--- config.mk ---
export PLATFORM = sky130hd
export DESIGN_NAME = fwd_hazard_unit
export DESIGN_NICKNAME = d
export VERILOG_FILES = /design/src/rtl/fwd_pkg.sv /design/src/rtl/fwd_hazard_unit_fwd_sel.sv /design/src/rtl/fwd_hazard_unit.sv
export SDC_FILE = /design/constraint.sdc
export NUM_CORES = 1
export LEC_CHECK = 0
export ABC_AREA = 1
export BUFFER_PORTS_ARGS = -buffer_cell sky130_fd_sc_hd__buf_2
export CAP_MARGIN = 10
export CORE_MARGIN = 2
export CORE_UTILIZATION = 25
export CTS_BUF_LIST = sky130_fd_sc_hd__clkbuf_4 sky130_fd_sc_hd__clkbuf_8
export DETAILED_ROUTE_END_ITERATION = 10
export HOLD_SLACK_MARGIN = 0.1
export PLACE_DENSITY = 0.54
export SLEW_MARGIN = 20
export SYNTH_ARGS = -nofsm -noshare
export SYNTH_HDL_FRONTEND = slang
export SYNTH_SLANG_ARGS = --single-unit
export TNS_END_PERCENT = 20
--- constraint.sdc ---
create_clock -name clk -period 2.79 [get_ports clk]
set_input_delay 0.4185 -clock clk [delete_from_list [all_inputs] [get_ports clk]]
set_output_delay 0.4185 -clock clk [all_outputs]
set_load 0.03 [all_outputs]
--- src/rtl/fwd_pkg.sv ---
// fwd_pkg: shared definitions for the E-stage forwarding / hazard unit.
//   - result-class codes carried by every scoreboard record
//   - TUSE_NONE: Tuse value meaning "this source is not read"
//   - sb_rec_t: one pipeline writer record {a3, res, tnew}
//   - fwd_sel_e: which source a forwarded operand was taken from
//   - rec_match / src_stall helpers used by the top and by fwd_sel
package fwd_pkg;

  localparam int SB_AW = 5;  // register-address width of a record
  localparam int SB_TW = 2;  // Tnew/Tuse width of a record

  localparam logic [2:0] RES_NW  = 3'd0;
  localparam logic [2:0] RES_ALU = 3'd1;
  localparam logic [2:0] RES_DM  = 3'd2;
  localparam logic [2:0] RES_PC  = 3'd3;
  localparam logic [2:0] RES_MD  = 3'd4;

  localparam logic [SB_TW-1:0] TUSE_NONE = '1;

  typedef struct packed {
    logic [SB_AW-1:0] a3;
    logic [2:0]       res;
    logic [SB_TW-1:0] tnew;
  } sb_rec_t;

  // All-zero record: a3=0 and res=NW, so it never matches anything.
  localparam sb_rec_t SB_BUBBLE = '0;

  typedef enum logic [2:0] {
    SEL_REG,
    SEL_E_PC8,
    SEL_M_AO,
    SEL_M_MD,
    SEL_M_PC8,
    SEL_W_WD
  } fwd_sel_e;

  // A record supplies register s only if it really writes a nonzero register.
  function automatic logic rec_match(input logic [SB_AW-1:0] s, input sb_rec_t r);
    return (s != '0) && (s == r.a3) && (r.res != RES_NW);
  endfunction

  // Stall decision for one source: only the youngest matching writer counts.
  function automatic logic src_stall(input logic [SB_AW-1:0] s,
                                     input logic [SB_TW-1:0] tuse,
                                     input sb_rec_t e, input sb_rec_t m,
                                     input sb_rec_t w);
    if (tuse == TUSE_NONE) return 1'b0;
    if (rec_match(s, e))   return e.tnew > tuse;
    if (rec_match(s, m))   return m.tnew > tuse;
    if (rec_match(s, w))   return w.tnew > tuse;
    return 1'b0;
  endfunction

endpackage

--- src/rtl/fwd_hazard_unit_fwd_sel.sv ---
// fwd_sel: combinational youngest-first forward select for one operand.
//   src        source register address being read
//   e_rec/m_rec/w_rec  writer records in E, M, W
//   reg_val    unforwarded value (GRF read or E operand register)
//   e_pc8, m_ao, m_md, m_pc8, w_wd  candidate forward values
//   val        selected operand value
//   hit        (HAZARD_STATS_EN only) operand came from a forward source
// USE_E=1 enables the E-stage PC+8 source (D-stage operands only).
module fwd_sel
  import fwd_pkg::*;
#(
  parameter int DW    = 32,
  parameter bit USE_E = 1'b0
) (
  input  logic [SB_AW-1:0] src,
  input  sb_rec_t          e_rec,
  input  sb_rec_t          m_rec,
  input  sb_rec_t          w_rec,
  input  logic [DW-1:0]    reg_val,
  input  logic [DW-1:0]    e_pc8,
  input  logic [DW-1:0]    m_ao,
  input  logic [DW-1:0]    m_md,
  input  logic [DW-1:0]    m_pc8,
  input  logic [DW-1:0]    w_wd,
  output logic [DW-1:0]    val
`ifdef HAZARD_STATS_EN
  ,
  output logic             hit
`endif
);

  fwd_sel_e sel;
  logic     m_ready;

  // An M writer forwards only once its result exists; DM is never
  // forwarded from M, so it falls through to older stages.
  assign m_ready = rec_match(src, m_rec) && (m_rec.tnew == '0);

  always_comb begin
    sel = SEL_REG;
    if (USE_E && rec_match(src, e_rec) && (e_rec.res == RES_PC)) sel = SEL_E_PC8;
    else if (m_ready && (m_rec.res == RES_ALU))                  sel = SEL_M_AO;
    else if (m_ready && (m_rec.res == RES_MD))                   sel = SEL_M_MD;
    else if (m_ready && (m_rec.res == RES_PC))                   sel = SEL_M_PC8;
    else if (rec_match(src, w_rec))                              sel = SEL_W_WD;
  end

  always_comb begin
    val = reg_val;
    case (sel)
      SEL_E_PC8: val = e_pc8;
      SEL_M_AO:  val = m_ao;
      SEL_M_MD:  val = m_md;
      SEL_M_PC8: val = m_pc8;
      SEL_W_WD:  val = w_wd;
      default:   val = reg_val;
    endcase
  end

`ifdef HAZARD_STATS_EN
  assign hit = (sel != SEL_REG);
`endif

endmodule

--- src/rtl/fwd_hazard_unit.sv ---
// fwd_hazard_unit: forwarding and hazard unit for a 5-stage MIPS pipeline.
// Owns an E/M/W writer scoreboard (a3, result class, Tnew countdown) and a
// mult/div busy counter; produces the D-stage stall, forwarded D operands
// (branch compare) and forwarded E operands.
// Ports:
//   clk, reset (synchronous, active low)
//   d_rs/d_rt, d_tuse_rs/d_tuse_rt   D sources and their Tuse (all-ones = unused)
//   d_a3, d_res, d_tnew              D destination, result class, Tnew
//   d_md_start, d_md_div, d_md_use   mult/div start, div select, hi/lo use
//   rf_rs/rf_rt, e_rs/e_rt           unforwarded D and E operand values
//   e_pc8, m_ao, m_pc8, m_md, w_wd   forward candidates
//   stall, d_fwd_rs/rt, e_fwd_rs/rt, md_busy
// Optional: define HAZARD_STATS_EN to add stat_stall_cyc and stat_fwd_cnt.
// AW/TW must equal fwd_pkg::SB_AW/SB_TW (records are sized by the package).
module fwd_hazard_unit
  import fwd_pkg::*;
#(
  parameter int DW       = 32,
  parameter int AW       = SB_AW,
  parameter int MULT_LAT = 5,
  parameter int DIV_LAT  = 10,
  parameter int TW       = SB_TW
) (
  input  logic          clk,
  input  logic          reset,
  input  logic [AW-1:0] d_rs,
  input  logic [AW-1:0] d_rt,
  input  logic [TW-1:0] d_tuse_rs,
  input  logic [TW-1:0] d_tuse_rt,
  input  logic [AW-1:0] d_a3,
  input  logic [2:0]    d_res,
  input  logic [TW-1:0] d_tnew,
  input  logic          d_md_start,
  input  logic          d_md_div,
  input  logic          d_md_use,
  input  logic [DW-1:0] rf_rs,
  input  logic [DW-1:0] rf_rt,
  input  logic [DW-1:0] e_rs,
  input  logic [DW-1:0] e_rt,
  input  logic [DW-1:0] e_pc8,
  input  logic [DW-1:0] m_ao,
  input  logic [DW-1:0] m_pc8,
  input  logic [DW-1:0] m_md,
  input  logic [DW-1:0] w_wd,
  output logic          stall,
  output logic [DW-1:0] d_fwd_rs,
  output logic [DW-1:0] d_fwd_rt,
  output logic [DW-1:0] e_fwd_rs,
  output logic [DW-1:0] e_fwd_rt,
  output logic          md_busy
`ifdef HAZARD_STATS_EN
  ,
  output logic [31:0]   stat_stall_cyc,
  output logic [31:0]   stat_fwd_cnt
`endif
);

  localparam int MD_MAX = (DIV_LAT > MULT_LAT) ? DIV_LAT : MULT_LAT;
  localparam int CW     = $clog2(MD_MAX + 1);

  sb_rec_t       sb_e, sb_m, sb_w;
  sb_rec_t       d_rec, m_next;
  logic [AW-1:0] e_src_rs, e_src_rt;  // source addresses of the E instruction
  logic          e_md_start;          // E holds a mult/div start
  logic [CW-1:0] md_cnt;
  logic          d_enter;             // D instruction moves into E this edge

  assign d_rec  = '{a3: d_a3, res: d_res, tnew: d_tnew};
  assign m_next = '{a3: sb_e.a3, res: sb_e.res,
                    tnew: (sb_e.tnew == '0) ? sb_e.tnew : sb_e.tnew - SB_TW'(1)};

  assign md_busy = (md_cnt != '0) || e_md_start;
  assign stall   = src_stall(d_rs, d_tuse_rs, sb_e, sb_m, sb_w)
                || src_stall(d_rt, d_tuse_rt, sb_e, sb_m, sb_w)
                || (d_md_use && md_busy);
  assign d_enter = !stall;

  always_ff @(posedge clk) begin
    if (!reset) begin
      sb_e       <= SB_BUBBLE;
      sb_m       <= SB_BUBBLE;
      sb_w       <= SB_BUBBLE;
      e_src_rs   <= '0;
      e_src_rt   <= '0;
      e_md_start <= 1'b0;
      md_cnt     <= '0;
    end else begin
      sb_w       <= sb_m;
      sb_m       <= m_next;
      sb_e       <= d_enter ? d_rec : SB_BUBBLE;
      e_src_rs   <= d_enter ? d_rs : '0;
      e_src_rt   <= d_enter ? d_rt : '0;
      e_md_start <= d_enter && d_md_start;
      if (d_enter && d_md_start)
        md_cnt <= d_md_div ? CW'(DIV_LAT) : CW'(MULT_LAT);
      else if (md_cnt != '0)
        md_cnt <= md_cnt - CW'(1);
    end
  end

`ifdef HAZARD_STATS_EN
  logic e_hit_rs, e_hit_rt, d_hit_rs, d_hit_rt;
`endif

  fwd_sel #(.DW(DW), .USE_E(1'b1)) u_d_rs (
    .src(d_rs), .e_rec(sb_e), .m_rec(sb_m), .w_rec(sb_w), .reg_val(rf_rs),
    .e_pc8(e_pc8), .m_ao(m_ao), .m_md(m_md), .m_pc8(m_pc8), .w_wd(w_wd),
    .val(d_fwd_rs)
`ifdef HAZARD_STATS_EN
    , .hit(d_hit_rs)
`endif
  );

  fwd_sel #(.DW(DW), .USE_E(1'b1)) u_d_rt (
    .src(d_rt), .e_rec(sb_e), .m_rec(sb_m), .w_rec(sb_w), .reg_val(rf_rt),
    .e_pc8(e_pc8), .m_ao(m_ao), .m_md(m_md), .m_pc8(m_pc8), .w_wd(w_wd),
    .val(d_fwd_rt)
`ifdef HAZARD_STATS_EN
    , .hit(d_hit_rt)
`endif
  );

  fwd_sel #(.DW(DW), .USE_E(1'b0)) u_e_rs (
    .src(e_src_rs), .e_rec(sb_e), .m_rec(sb_m), .w_rec(sb_w), .reg_val(e_rs),
    .e_pc8(e_pc8), .m_ao(m_ao), .m_md(m_md), .m_pc8(m_pc8), .w_wd(w_wd),
    .val(e_fwd_rs)
`ifdef HAZARD_STATS_EN
    , .hit(e_hit_rs)
`endif
  );

  fwd_sel #(.DW(DW), .USE_E(1'b0)) u_e_rt (
    .src(e_src_rt), .e_rec(sb_e), .m_rec(sb_m), .w_rec(sb_w), .reg_val(e_rt),
    .e_pc8(e_pc8), .m_ao(m_ao), .m_md(m_md), .m_pc8(m_pc8), .w_wd(w_wd),
    .val(e_fwd_rt)
`ifdef HAZARD_STATS_EN
    , .hit(e_hit_rt)
`endif
  );

`ifdef HAZARD_STATS_EN
  // Counters wrap naturally at 2^32.
  always_ff @(posedge clk) begin
    if (!reset) begin
      stat_stall_cyc <= '0;
      stat_fwd_cnt   <= '0;
    end else begin
      if (stall)                 stat_stall_cyc <= stat_stall_cyc + 32'd1;
      if (e_hit_rs || e_hit_rt)  stat_fwd_cnt   <= stat_fwd_cnt + 32'd1;
    end
  end
`endif

endmodule

==> flow_results.org <==
** Run status
- The flow ran to the end, but the final reports show violations.
- Violations in the final reports :: setup timing

** Synthesis
- The biggest area contributor in the post-synthesis netlist is nand2_1.
- Adder-cell area share of the yosys netlist :: 2.09%
- Top post-synthesis cells by count :: 349 x nand2_1, 225 x inv_1, 179 x nor2_1
- Share of async-settable or async-resettable flops after synthesis :: 0%
- The cell count after synthesis came out at 1,584.
- The cell area that synthesis handed to floorplanning was 8360 sq um.
- Yosys printed 0 warnings.
- The synthesized design contains 0 enable-type register cells.
- After Yosys synthesis, and, or, nand and nor cells account for 47.1% of the synthesized area.
- Dominant cells by area after synthesis :: nand2_1 16%, dfxtp_1 11%, inv_1 10%
- Post-synthesis sequential element count :: 45
- The number of nets in the synthesized netlist is 1,915.
- Synth Flop Type :: dfxtp_1
- In the post-synthesis netlist, the cell with the most instances is nand2_1.
- Share of the synthesized area in the top cell type :: 15.7%
- Summing the areas of all compound-gate instances in the mapped netlist gives 21.6% of the synthesized area.
- Summing the sequential cell areas from Yosys gives 10.8% of the chip area.
- Post-synthesis share of cell area spent on xor and xnor gates :: 1.78%
- By area, the combinational part of the netlist is dominated by simple AND/OR/NAND/NOR gates.
- In this run the mean area of a mapped cell was 5.28 sq um.
- Mux cell area share after synthesis :: 0%
- The number of different library cells used by synthesis comes to 40.

** Pwr
- Standby leakage power :: 7.62 nW
- In this run the power density over the cells is 258 nW/um^2.
- The design draws 3.89 mW.
- Maximum VDD drop :: 378 uV

** Floorplanning
- After floorplanning, the core was divided into 66 placement rows.
- Measured along the x axis, the die boundary spans 187 um.
- Count of boundary I/O pins :: 447
- Die boundary height :: 187 um
- Die area :: 34,900 sq um
- Once the floorplan was initialized, standard cells occupied 25.6% of the core.
- Placeable Area :: 32,700 sq um

** Timing
- Setup repair after global routing could not meet its margin everywhere.
- Final Cycle Share :: 109%
- Final hold violation count :: 0
- Setup total negative slack on the finished layout was measured at -21.47 ns.
- At the pin with the least slew margin, the transition time is 0.447 ns.
- After layout, the minimum clock period comes to 3.05 ns.
- Setup slack after layout :: -0.263 ns
- Fmax :: 0.328 GHz
- Clock skew :: 0.00349 ns
- Slew Limit Headroom :: 69.9%
- # setup viols final :: 128
- Max Slew Vio Count :: 0

** Critical path
- Data arrives at the worst endpoint at 2.63 ns.
- The signal on the critical path passes through inv_2 -> nand2_2 -> nand2_2 -> nor2_4 -> nand2_2 -> nor2_4 -> nand2_4 -> nor2_4 -> nor2_4 -> nand2_4 -> nand3_4 -> buf_12 -> buf_8 -> and3_4 -> a21oi_4 -> buf_6.
- Critical Path Sink Type :: primary output
- Highest-delay cell along the critical path :: dfxtp_2
- In this run the worst path has a maximum fanout of 7.
- Among the stages of the critical path, the cell type that occurs most often is nor2_4.
- Data required time of the worst path :: 2.37 ns
- Critical setup path kind :: register to primary output
- The worst setup path is launched from a register.
- For this run, the slowest stage of the critical path takes 0.37 ns.

** Routing
- 1st-pass router iterations :: 6
- Wires add up to 61,100 um.
- Post-detailed-route DRC marker count :: 0
- Dividing the detail-routed via count by the number of cells gives 5.40.
- DR WL/cell :: 23.2 um
- Number of violations reported at the end of detailed-routing iteration 0 :: 1,450
- Number of antenna-violating nets in the routed design :: 0
- Detailed-route via count :: 14,186

** GRT
- The first global-routing pass estimated 87,400 um of wire.
- Entering global routing, the biggest net connects 25 pins.
- The number of global-route vias before repair was 13,736.
- Antenna violations before repair :: 18
- Global-route total usage across every layer :: 32.7%
- Total overflow reported by the global router :: 0

** Clocking
- TritonCTS clock tree :: done
- Sink count of the clock tree :: 45
- Count of hold buffers inserted by post-cts repair :: 0
- Number of buffers inserted during clock tree synthesis :: 5
- Number of buffers between clock root and the deepest sink :: 2
- The later pin in the worst-skew pair is clocked with a latency of 0.30 ns.
- Root Driver :: clkbuf_8
- Maximum level of the CTS H-tree :: 2
- Clock slew at the register clock pins of the worst setup and hold paths :: 0.08 ns

** Layout
- Relative area change from synthesis to final layout :: 80.3%
- Final standard cell utilization of the core :: 46.1%
- Area of all placed cells without fillers :: 15,100 sq um
- Once layout is complete, the cells apart from fillers number 2,629.
- Share of layout cells above drive strength 1 :: 45.0%
- The filler cells instantiated in the layout total 3,458.
- Final net count :: 2,501

** Place
- Buffers placed on the I/O ports in this run total 446.
- Placer Congestion :: 1.02
- The placed instances occupy a cell area of 12,600 sq um.
- The wire-length estimate of the detail-placed layout is 46,300 um.
- In this run, placement finished with an instance count of 2,564.

** Worst hold path
- In this run the worst hold path is classified as primary input to register.

** Flow run
- MaxCap Viol Count :: 0
## report_power, final
| part | total, mW | switching (mW) | internal (mW) | leakage, nW |
|---|---|---|---|---|
| clock network | 0.523 | 0.222 | 0.302 | 0.0620 |
| logic | 2.55 | 1.55 | 1.00 | 7.19 |
| registers | 0.815 | 0.0829 | 0.732 | 0.375 |
| total | 3.89 | 1.85 | 2.04 | 7.62 |
## path summary, 6_finish.rpt
check                           startpoint  depth (start not counted)     endpoint  slack, ns
worst min-delay path               d_a3[4]                          3    m_next[9]       0.31
worst max register to register     sb_m[8]                         19    md_cnt[3]       0.44
worst min register to register     sb_e[0]                          1      sb_m[0]       0.44
worst max-delay path               sb_m[5]                         16  d_fwd_rs[9]      -0.26
## cells by family (layout without fill, tap and decap cells)
family	after synthesis	count (layout)
simple gates	840	840
buf+inv	346	933
compound gates	322	322
flops	45	45
xor+xnor	17	17
fa+ha+maj	14	14
other cells	0	16
## flip-flops by register name, indices dropped and copies added, names as in the netlist
register and flops:
e_md_start 1, m_next 8, md_cnt 4, sb_e 2, e_src_rt 5, sb_m 10
e_src_rs 5, sb_w 10
## worst max-delay path, delay by kind of cell, from the launching register on
kind                   cells  cell delay, ns
and+or+nand+nor           11            1.27
buffers and inverters      4            0.54
DFF                        1            0.37
AOI/OAI and AO/OA          1            0.14
## layer usage
metal  track usage [%]  wire length (um)
met5                 0                21
met2              54.8             28600
met1              40.3             23600
met3              5.80              5600
met4              16.1              3260
## cell usage in the layout (no fill, tap or decap), types with 12 or more instances in the layout
cell / n
nand2_1: 290
nand2_2: 51
nand3_1: 90
diode_2: 16
a21oi_1: 45
nand3_2: 23
nor3_2: 25
buf_12: 38
nor2_4: 19
buf_4: 175
inv_2: 22
buf_8: 12
inv_1: 218
a21oi_2: 16
a31oi_1: 34
o21ai_0: 80
o21ai_2: 17
nand4_1: 112
buf_2: 330
ha_1: 14
nand2_4: 16
nor2_1: 144
o21ai_1: 31
nor2_2: 38
buf_6: 111
o22ai_1: 69
dfxtp_1: 33
## layout make-up
cell class	instances	area (sq um)	share of cell area (%)
Sequential cell	45	923	6.12
Timing Repair Buffer	674	5370	35.6
Tap cell	442	553	3.67
Clock buffer	7	90.1	0.597
Inverter	251	993	6.59
Multi-Input combinational cell	1193	7080	47.0
Antenna cell	16	40.0	0.265
Clock inverter	1	30.0	0.199
## timing repair
action / CTS / global route
gates resized for setup: 316 / 245
endpoints found under the setup margin: 128 / 129
pin swaps: 38 / 77
setup buffers: 19 / 16
cloned: 4 / 5
## metrics by stage
stage                     hold WS (ns)  setup slack [ns]
after global placement           0.422            -0.280
final                            0.311            -0.263
after detailed placement         0.425            -0.278
after floorplan                  0.399            0.0951
after CTS                        0.305            -0.272
after global routing             0.310            -0.407
(Power assumes the default switching activity.)
